<file path="src/rtl/seg7_pkg.sv">
// Shared constants for the 7-segment capture path: glyph encodings
// ({G,F,E,D,C,B,A}, active-high) and the capture FSM state type.
package seg7_pkg;

    localparam int unsigned SEG_W   = 7;
    localparam int unsigned DIGIT_W = 4;

    localparam logic [SEG_W-1:0] GLYPH_0     = 7'h3F;
    localparam logic [SEG_W-1:0] GLYPH_1     = 7'h06;
    localparam logic [SEG_W-1:0] GLYPH_2     = 7'h5B;
    localparam logic [SEG_W-1:0] GLYPH_3     = 7'h4F;
    localparam logic [SEG_W-1:0] GLYPH_4     = 7'h66;
    localparam logic [SEG_W-1:0] GLYPH_5     = 7'h6D;
    localparam logic [SEG_W-1:0] GLYPH_6     = 7'h7D;
    localparam logic [SEG_W-1:0] GLYPH_7     = 7'h07;
    localparam logic [SEG_W-1:0] GLYPH_8     = 7'h7F;
    localparam logic [SEG_W-1:0] GLYPH_9     = 7'h6F;
    localparam logic [SEG_W-1:0] GLYPH_A     = 7'h77;
    localparam logic [SEG_W-1:0] GLYPH_B     = 7'h7C;
    localparam logic [SEG_W-1:0] GLYPH_C     = 7'h39;
    localparam logic [SEG_W-1:0] GLYPH_D     = 7'h5E;
    localparam logic [SEG_W-1:0] GLYPH_E     = 7'h79;
    localparam logic [SEG_W-1:0] GLYPH_F     = 7'h71;
    localparam logic [SEG_W-1:0] GLYPH_BLANK = 7'h00;

    typedef enum logic {
        STABLE   = 1'b0,
        SETTLING = 1'b1
    } cap_state_e;

endpackage

</file>
<file path="src/rtl/seg7_to_binary.sv">
// Combinational 7-segment glyph decoder. Hex glyphs A..F are accepted
// only when SEG7_CAPTURE_HEX_EN is defined; otherwise they are illegal.
module seg7_to_binary
    import seg7_pkg::*;
(
    input  logic [6:0] seg,
    output logic [3:0] digit,
    output logic       legal,
    output logic       blank
);

    always_comb begin
        digit = 4'd0;
        legal = 1'b1;
        blank = 1'b0;
        case (seg)
            GLYPH_0: digit = 4'd0;
            GLYPH_1: digit = 4'd1;
            GLYPH_2: digit = 4'd2;
            GLYPH_3: digit = 4'd3;
            GLYPH_4: digit = 4'd4;
            GLYPH_5: digit = 4'd5;
            GLYPH_6: digit = 4'd6;
            GLYPH_7: digit = 4'd7;
            GLYPH_8: digit = 4'd8;
            GLYPH_9: digit = 4'd9;
`ifdef SEG7_CAPTURE_HEX_EN
            GLYPH_A: digit = 4'd10;
            GLYPH_B: digit = 4'd11;
            GLYPH_C: digit = 4'd12;
            GLYPH_D: digit = 4'd13;
            GLYPH_E: digit = 4'd14;
            GLYPH_F: digit = 4'd15;
`endif
            GLYPH_BLANK: begin
                legal = 1'b0;
                blank = 1'b1;
            end
            default: legal = 1'b0;
        endcase
    end

endmodule

</file>
<file path="src/rtl/seg7_capture.sv">
// Samples asynchronous 7-segment pins, waits for a stable pattern and decodes
// it to a digit with blank/illegal flags. Hex glyphs via SEG7_CAPTURE_HEX_EN.
module seg7_capture
    import seg7_pkg::*;
#(
    parameter int unsigned STABLE_CYCLES = 250000,
    parameter logic        ACTIVE_LOW    = 1'b1
) (
    input  logic       CLK,
    input  logic       RST_N,
    input  logic       S1_A,
    input  logic       S1_B,
    input  logic       S1_C,
    input  logic       S1_D,
    input  logic       S1_E,
    input  logic       S1_F,
    input  logic       S1_G,
    output logic [3:0] o_Digit,
    output logic       o_Valid,
    output logic       o_Blank,
    output logic       o_Error,
    output logic       o_Busy
);

    localparam int unsigned CNT_W = $clog2(STABLE_CYCLES);
    // Capture fires on the cycle the counter would step to STABLE_CYCLES-1.
    localparam logic [CNT_W-1:0] CAP_CNT = CNT_W'(STABLE_CYCLES - 2);
    localparam logic [SEG_W-1:0] PINS_OFF = {SEG_W{ACTIVE_LOW}};

    logic [SEG_W-1:0]   pins_raw;
    logic [SEG_W-1:0]   sync1_d, sync1_q;
    logic [SEG_W-1:0]   sync2_d, sync2_q;
    logic [SEG_W-1:0]   seg;
    cap_state_e         state_d, state_q;
    logic [SEG_W-1:0]   held_d, held_q;
    logic [CNT_W-1:0]   cnt_d, cnt_q;
    logic [DIGIT_W-1:0] digit_d, digit_q;
    logic               valid_d, valid_q;
    logic               blank_d, blank_q;
    logic               error_d, error_q;
    logic               busy_d, busy_q;
    logic [DIGIT_W-1:0] dec_digit;
    logic               dec_legal;
    logic               dec_blank;

    assign pins_raw = {S1_G, S1_F, S1_E, S1_D, S1_C, S1_B, S1_A};
    assign seg      = ACTIVE_LOW ? ~sync2_q : sync2_q;

    seg7_to_binary u_dec (
        .seg   (held_q),
        .digit (dec_digit),
        .legal (dec_legal),
        .blank (dec_blank)
    );

    // Next-state: synchronizer shift, settle tracking and registered decode.
    always_comb begin
        sync1_d = pins_raw;
        sync2_d = sync1_q;
        state_d = state_q;
        held_d  = held_q;
        cnt_d   = cnt_q;
        digit_d = digit_q;
        valid_d = 1'b0;
        blank_d = blank_q;
        error_d = error_q;
        busy_d  = busy_q;
        case (state_q)
            STABLE: begin
                if (seg != held_q) begin
                    state_d = SETTLING;
                    held_d  = seg;
                    cnt_d   = '0;
                    busy_d  = 1'b1;
                end
            end
            SETTLING: begin
                if (seg != held_q) begin
                    held_d = seg;
                    cnt_d  = '0;
                end else if (cnt_q == CAP_CNT) begin
                    state_d = STABLE;
                    cnt_d   = '0;
                    busy_d  = 1'b0;
                    if (dec_legal) begin
                        digit_d = dec_digit;
                        valid_d = 1'b1;
                        blank_d = 1'b0;
                        error_d = 1'b0;
                    end else if (dec_blank) begin
                        blank_d = 1'b1;
                        error_d = 1'b0;
                    end else begin
                        blank_d = 1'b0;
                        error_d = 1'b1;
                    end
                end else begin
                    cnt_d = cnt_q + CNT_W'(1);
                end
            end
            default: state_d = STABLE;
        endcase
    end

    always_ff @(posedge CLK or negedge RST_N) begin
        if (!RST_N) begin
            sync1_q <= PINS_OFF;
            sync2_q <= PINS_OFF;
            state_q <= STABLE;
            held_q  <= GLYPH_BLANK;
            cnt_q   <= '0;
            digit_q <= '0;
            valid_q <= 1'b0;
            blank_q <= 1'b1;
            error_q <= 1'b0;
            busy_q  <= 1'b0;
        end else begin
            sync1_q <= sync1_d;
            sync2_q <= sync2_d;
            state_q <= state_d;
            held_q  <= held_d;
            cnt_q   <= cnt_d;
            digit_q <= digit_d;
            valid_q <= valid_d;
            blank_q <= blank_d;
            error_q <= error_d;
            busy_q  <= busy_d;
        end
    end

    assign o_Digit = digit_q;
    assign o_Valid = valid_q;
    assign o_Blank = blank_q;
    assign o_Error = error_q;
    assign o_Busy  = busy_q;

endmodule

</file>
<file path="config.mk">
export PLATFORM = sky130hd
export DESIGN_NAME = seg7_capture
export DESIGN_NICKNAME = d
export VERILOG_FILES = /design/src/rtl/seg7_pkg.sv /design/src/rtl/seg7_to_binary.sv /design/src/rtl/seg7_capture.sv
export SDC_FILE = /design/constraint.sdc
export NUM_CORES = 1
export LEC_CHECK = 0
export CAP_MARGIN = 5
export CORE_UTILIZATION = 61
export CTS_BUF_LIST = sky130_fd_sc_hd__clkbuf_4 sky130_fd_sc_hd__clkbuf_8
export DETAILED_ROUTE_END_ITERATION = 16
export HOLD_SLACK_MARGIN = 0.02
export PLACE_DENSITY = 0.92
export SYNTH_ARGS = -nofsm -noshare
export SYNTH_HDL_FRONTEND = slang
export SYNTH_HIERARCHICAL = 1
export SYNTH_SLANG_ARGS = --single-unit
</file>
<file path="constraint.sdc">
create_clock -name CLK -period 2.7 [get_ports CLK]
set_input_delay 0.54 -clock CLK [delete_from_list [all_inputs] [get_ports CLK]]
set_output_delay 0.54 -clock CLK [all_outputs]
set_load 0.005 [all_outputs]
</file>
### Yosys cells after proc, flatten, opt, wreduce, memory -nomap -nowiden

Cells that the tools add are included.

| storage, ports and cells | value |
|---|---|
| register bits | 48 |
| input bits | 9 |

| cells by class | value |
|---|---|
| add/sub/neg operators | 1 |
| equal/unequal tests | 15 |
| multiplexer cells | 24 |
| bitwise operators | 3 |
| reductions and logical operators | 5 |

Operator list:

| cell | number |
|---|---|
| $mux 18 | 3 |
| $eq 7x7->1 const B | 7 |
| $pmux 18 s2 | 1 |
| $pmux 4 s9 | 1 |
| $add 18x1->18 const B | 1 |
| $eq 18x18->1 const B | 1 |
| $mux 1 | 16 |
| $eq 7x3->1 const B | 2 |
| $reduce_or 10->1 | 1 |
| $eq 7x6->1 const B | 1 |
| $logic_not 7->1 | 1 |
| $mux 7 | 1 |
| $ne 7x7->1 | 1 |
| $not 7->7 | 1 |
| $reduce_and 3->1 | 2 |
| $ne 2x2->1 const B | 2 |
| $pmux 1 s2 | 2 |
| $reduce_and 4->1 | 1 |
| $ne 2x1->1 const B | 1 |
| $not 1->1 | 2 |

### Logic depth before layout (Yosys ltp)

| depth | value |
|---|---|
| depth after elaboration | 7 |
| mapped depth | 8 |
| depth with buffers taken out | 7 |

### By module

Netlist, hierarchy kept.

By module, submodules not included:

| module | times used | cells each | area each (um2) |
|---|---|---|---|
| seg7_capture | 1 | 212 | 2299.7 |
| seg7_to_binary | 1 | 26 | 177.7 |

### Worst setup path before layout

OpenSTA, ideal clock, no wires.

| path | value |
|---|---|
| path kind | register to register |
| from | reg held_q[5] |
| to | reg digit_q[0] (netlist: o_Digit[0]) |
| arrival time | 1992 ps |
| setup slack | 583 ps |
| stages on the path, launching flop included | 9 |
| clock period less this slack | 2117 ps |
| path through | dfrtp_1 -> buf_6 -> or2_1 -> nand2b_1 -> o21ai_0 -> a311o_1 -> nand4_1 -> nor4_4 -> mux2_2 |

| on the way | value |
|---|---|
| longest elaborated chain between the ends | 4 |

RTL lines:

| what | RTL line | text |
|---|---|---|
| start: declaration | seg7_capture.sv:35 | `logic [SEG_W-1:0] held_d, held_q;` |
| start signal: assignment | seg7_capture.sv:121 | `held_q <= held_d;` |
| $eq 7x6->1 (tied with other cells) | seg7_to_binary.sv:16 | `case (seg)` |
| $reduce_or 10->1 (no line) * | n/a |  |
| $mux 1 * | seg7_to_binary.sv:16 |  |
| named net dec_legal | seg7_capture.sv:43 | `logic dec_legal;` |
| $reduce_and 4->1 (no line) * | n/a |  |
| end signal: assignment | seg7_capture.sv:123 | `digit_q <= digit_d;` |
| end: declaration | seg7_capture.sv:37 | `logic [DIGIT_W-1:0] digit_d, digit_q;` |

Mark *: on every way through the listed nets, which the timed path passes. The rest lies on a longest branch.
A chain may end at the register's enable or synchronous reset.

### Final worst setup path

Same ends and word-level chain as after synthesis.

==> impl_metrics.yaml <==
setup_path:
  critPathCaptureType: "flip-flop"
  crit_type: "flip-flop to flip-flop"
  cpMaxStageDelayCell: "dfrtp_1"
  crit_arrival_ns: 2.51
  worstPathRequired_ns: 2.89
  cp_max_fo: 9
  path_cells: "or2_1 > nand2b_1 > o21ai_0 > a311o_1 > nand4_1 > nor4_4 > mux2_2"
  startpoint_type: "flip-flop"
  r2r.worst_path.cells: 7
  critPathMaxStageDelay_ns: 0.48
cts:
  clockBufferDepth: 2
  cts-htree-levels: 2
  post_cts_buffers: 0
  clock_latency_ns: 0.30
  cts_tree: "yes"
  cts_resized: 0
  cts_buffers: 5
  holdBufCountCts: 0
  cts.clk_slew.worst_paths_ns: 0.09
  cts_sinks: 48
  clockRootBuffer: "clkbuf_8"
power_and_ir_drop:
  leakage_nw: 1.101
  p_per_area_nw_per_um2: 519.7
  ir_worst_vdd_mv: 0.4271
  finalPower_mw: 1.442
logic_synthesis:
  yosysSeqAreaShare: 0.4924
  synthCells: 238
  synth_edf_count: 0
  synth_cell_type_count: 53
  async_flop_share: 1.000
  synth_flop_cell: "dfrtp_1"
  ys_seq_elements: 48
  avgSynthCellArea_um2: 10.41
  synth_area_um2: 2477
  yosysWarnings: 6
  syn_nets: 249
global_route:
  grt-ovfl-total: 0
  met3_usage: 0.05903
  antenna_found_initial: 0
  grt_use_total: 0.2888
  met1_usage: 0.3986
  busiest_layer: "met2"
  grt_pass1_wl_um: 9177
  first_global_vias: 1776
  use_met2: 0.4401
  grt_max_degree: 34
final_layout:
  final_util: 0.7359
  drive_gt1_frac: 0.1594
  fillers: 247
  antennaDiodeCount: 0
  nets: 261
  syn_to_final_growth_pct: 12.02
min_path:
  hp-class: "input pin to async pin"
routing:
  wl_um: 5605
  post-route-drc-count: 0
  first_iter_violations: 265
  wl_per_cell_um: 18.75
  dr.pass1.iters: 5
  routed_via_density: 6.960
  vias: 2081
  antenna_left: 0
sta:
  worstMarginPinSlew_ns: 0.6757
  hold_viol: 0
  layout_min_cycle_time_ns: 2.316
  rsz0062_at_grt: "no"
  final.setup_skew_ns: 0.01138
  max_freq_mhz: 431.8
  drv_slew: 0
  slew_headroom: 0.5485
  post-route-period-util: 0.8576
  setup_viol: 0
  final.setup.tns_ns: 0
outcome:
  status: "completed"
die:
  die_area_um2: 4320
  start_util: 0.6569
  ioPinCount: 17
  die_y_um: 65.73
  core-area_um2: 3771
  num_rows: 22
  die_w_um: 65.73
flow_run:
  drv_cap: 0
placed_design:
  routabilityCongestion: 0.9025
  io_buffers: 16
  dp_hpwl_um: 3601
## layout make-up
class	instances	area, µm²	share of cell area
flip-flops and latches	48	1220	0.4396
multi-input cells	165	1142	0.4116
repair buffers	18	170.2	0.06132
clock buffers	5	68.82	0.02480
clock inverters	3	68.82	0.02480
well taps	48	60.06	0.02164
inverters	12	45.04	0.01623
## power by group
group	switching, mW	internal [mW]	total, mW
combinational	0.0366	0.0233	0.0599
sequential	0.0183	0.743	0.761
clock	0.248	0.373	0.621
## logic make-up (layout without fill, tap and decap cells)
logic type / Yosys count / in the layout / synth area share
simple gates: 102 / 102 / 0.2606
flops: 48 / 48 / 0.4924
compound gates: 44 / 44 / 0.1227
buf+inv: 25 / 38 / 0.04646
mux: 9 / 9 / 0.03939
xor+xnor: 8 / 8 / 0.02828
fa+ha+maj: 2 / 2 / 0.01010
## state kept, by name (all words and copies together) (netlist names)
signal,cells
cnt_q,18
held_q,7
sync1_q,7
sync2_q,7
o_Digit,4
o_Blank,1
o_Busy,1
o_Error,1
o_Valid,1
state_q,1
## synth_stat cells, types with 2 or more instances
cell type / count / area (µm²)
a21oi_1: 11 / 55.05
a311oi_1: 3 / 26.28
and2_1: 4 / 25.02
and3_1: 6 / 37.54
and4_1: 8 / 70.07
buf_2: 4 / 20.02
buf_6: 2 / 22.52
clkbuf_1: 5 / 18.77
dfrtp_1: 33 / 825.8
dfstp_2: 15 / 394.1
ha_1: 2 / 25.02
inv_1: 11 / 41.29
mux2_2: 6 / 67.56
mux2i_1: 3 / 30.03
nand2_1: 16 / 60.06
nand2b_1: 2 / 12.51
nand3_1: 15 / 75.07
nand4_1: 11 / 68.82
nand4b_1: 3 / 26.28
nor2_1: 13 / 48.80
nor3_1: 2 / 10.01
nor4_1: 7 / 43.79
nor4_2: 2 / 25.02
o2111ai_1: 3 / 26.28
o211ai_1: 2 / 15.01
o21ai_0: 6 / 30.03
o21bai_1: 2 / 15.01
o221ai_1: 2 / 17.52
o22ai_1: 5 / 31.28
o32ai_1: 2 / 17.52
o41ai_1: 2 / 17.52
or4_1: 2 / 15.01
xor2_1: 8 / 70.07
## cells in the final DEF (no fill, tap or decap), types with 3 or more instances in the layout
cell type / synthesis / layout
a21oi_1: 11 / 11
a311oi_1: 3 / 3
and2_1: 4 / 4
and3_1: 6 / 6
and4_1: 8 / 8
clkbuf_8: 0 / 5
clkdlybuf4s50_1: 0 / 15
dfrtp_1: 33 / 33
dfstp_2: 15 / 15
inv_1: 11 / 11
mux2_2: 6 / 6
mux2i_1: 3 / 3
nand2_1: 16 / 16
nand3_1: 15 / 15
nand4_1: 11 / 11
nand4b_1: 3 / 3
nor2_1: 13 / 13
nor4_1: 7 / 7
o2111ai_1: 3 / 3
o21ai_0: 6 / 6
o22ai_1: 5 / 5
xor2_1: 8 / 8
## worst max-delay path, delay by kind of cell, from the launching register on
kind	cells	cell delay, ns
muxes	1	0.39
and+or+nand+nor	4	0.90
DFF	1	0.48
AOI/OAI and AO/OA	2	0.42
## through the flow
step	instance area [µm²]	cells	setup WS, ns	hold slack [ns]
finish	2775	299	0.3844	0.1209
global route	2775	299	0.2576	0.1367
CTS	2775	299	0.4218	0.1323
detailed placement	2638	291	0.4519	0.3476
global placement	2638	291	0.5270	0.3459
floorplan	2477	238	0.5834	0.2444
## layer usage
metal | vias up | wire (µm)
met2 | 123 | 2742
met3 | 23 | 461
met4 | 0 | 153
met5 | - | 0
li1 | 923 | -
met1 | 1012 | 2247
## final timing paths
path,start,endpoint,slack [ns]
worst min-delay path,RST_N,o_Digit[2],0.12
min in group CLK,sync1_q[4],sync2_q[4],0.36
max in group asynchronous,RST_N,sync2_q[0],1.82
worst max-delay path,held_q[5],o_Digit[0],0.38
worst min register to register,sync1_q[4],sync2_q[4],0.36
worst max register to register,held_q[5],o_Digit[0],0.38
No activity file was read; power rests on OpenSTA's default activity.
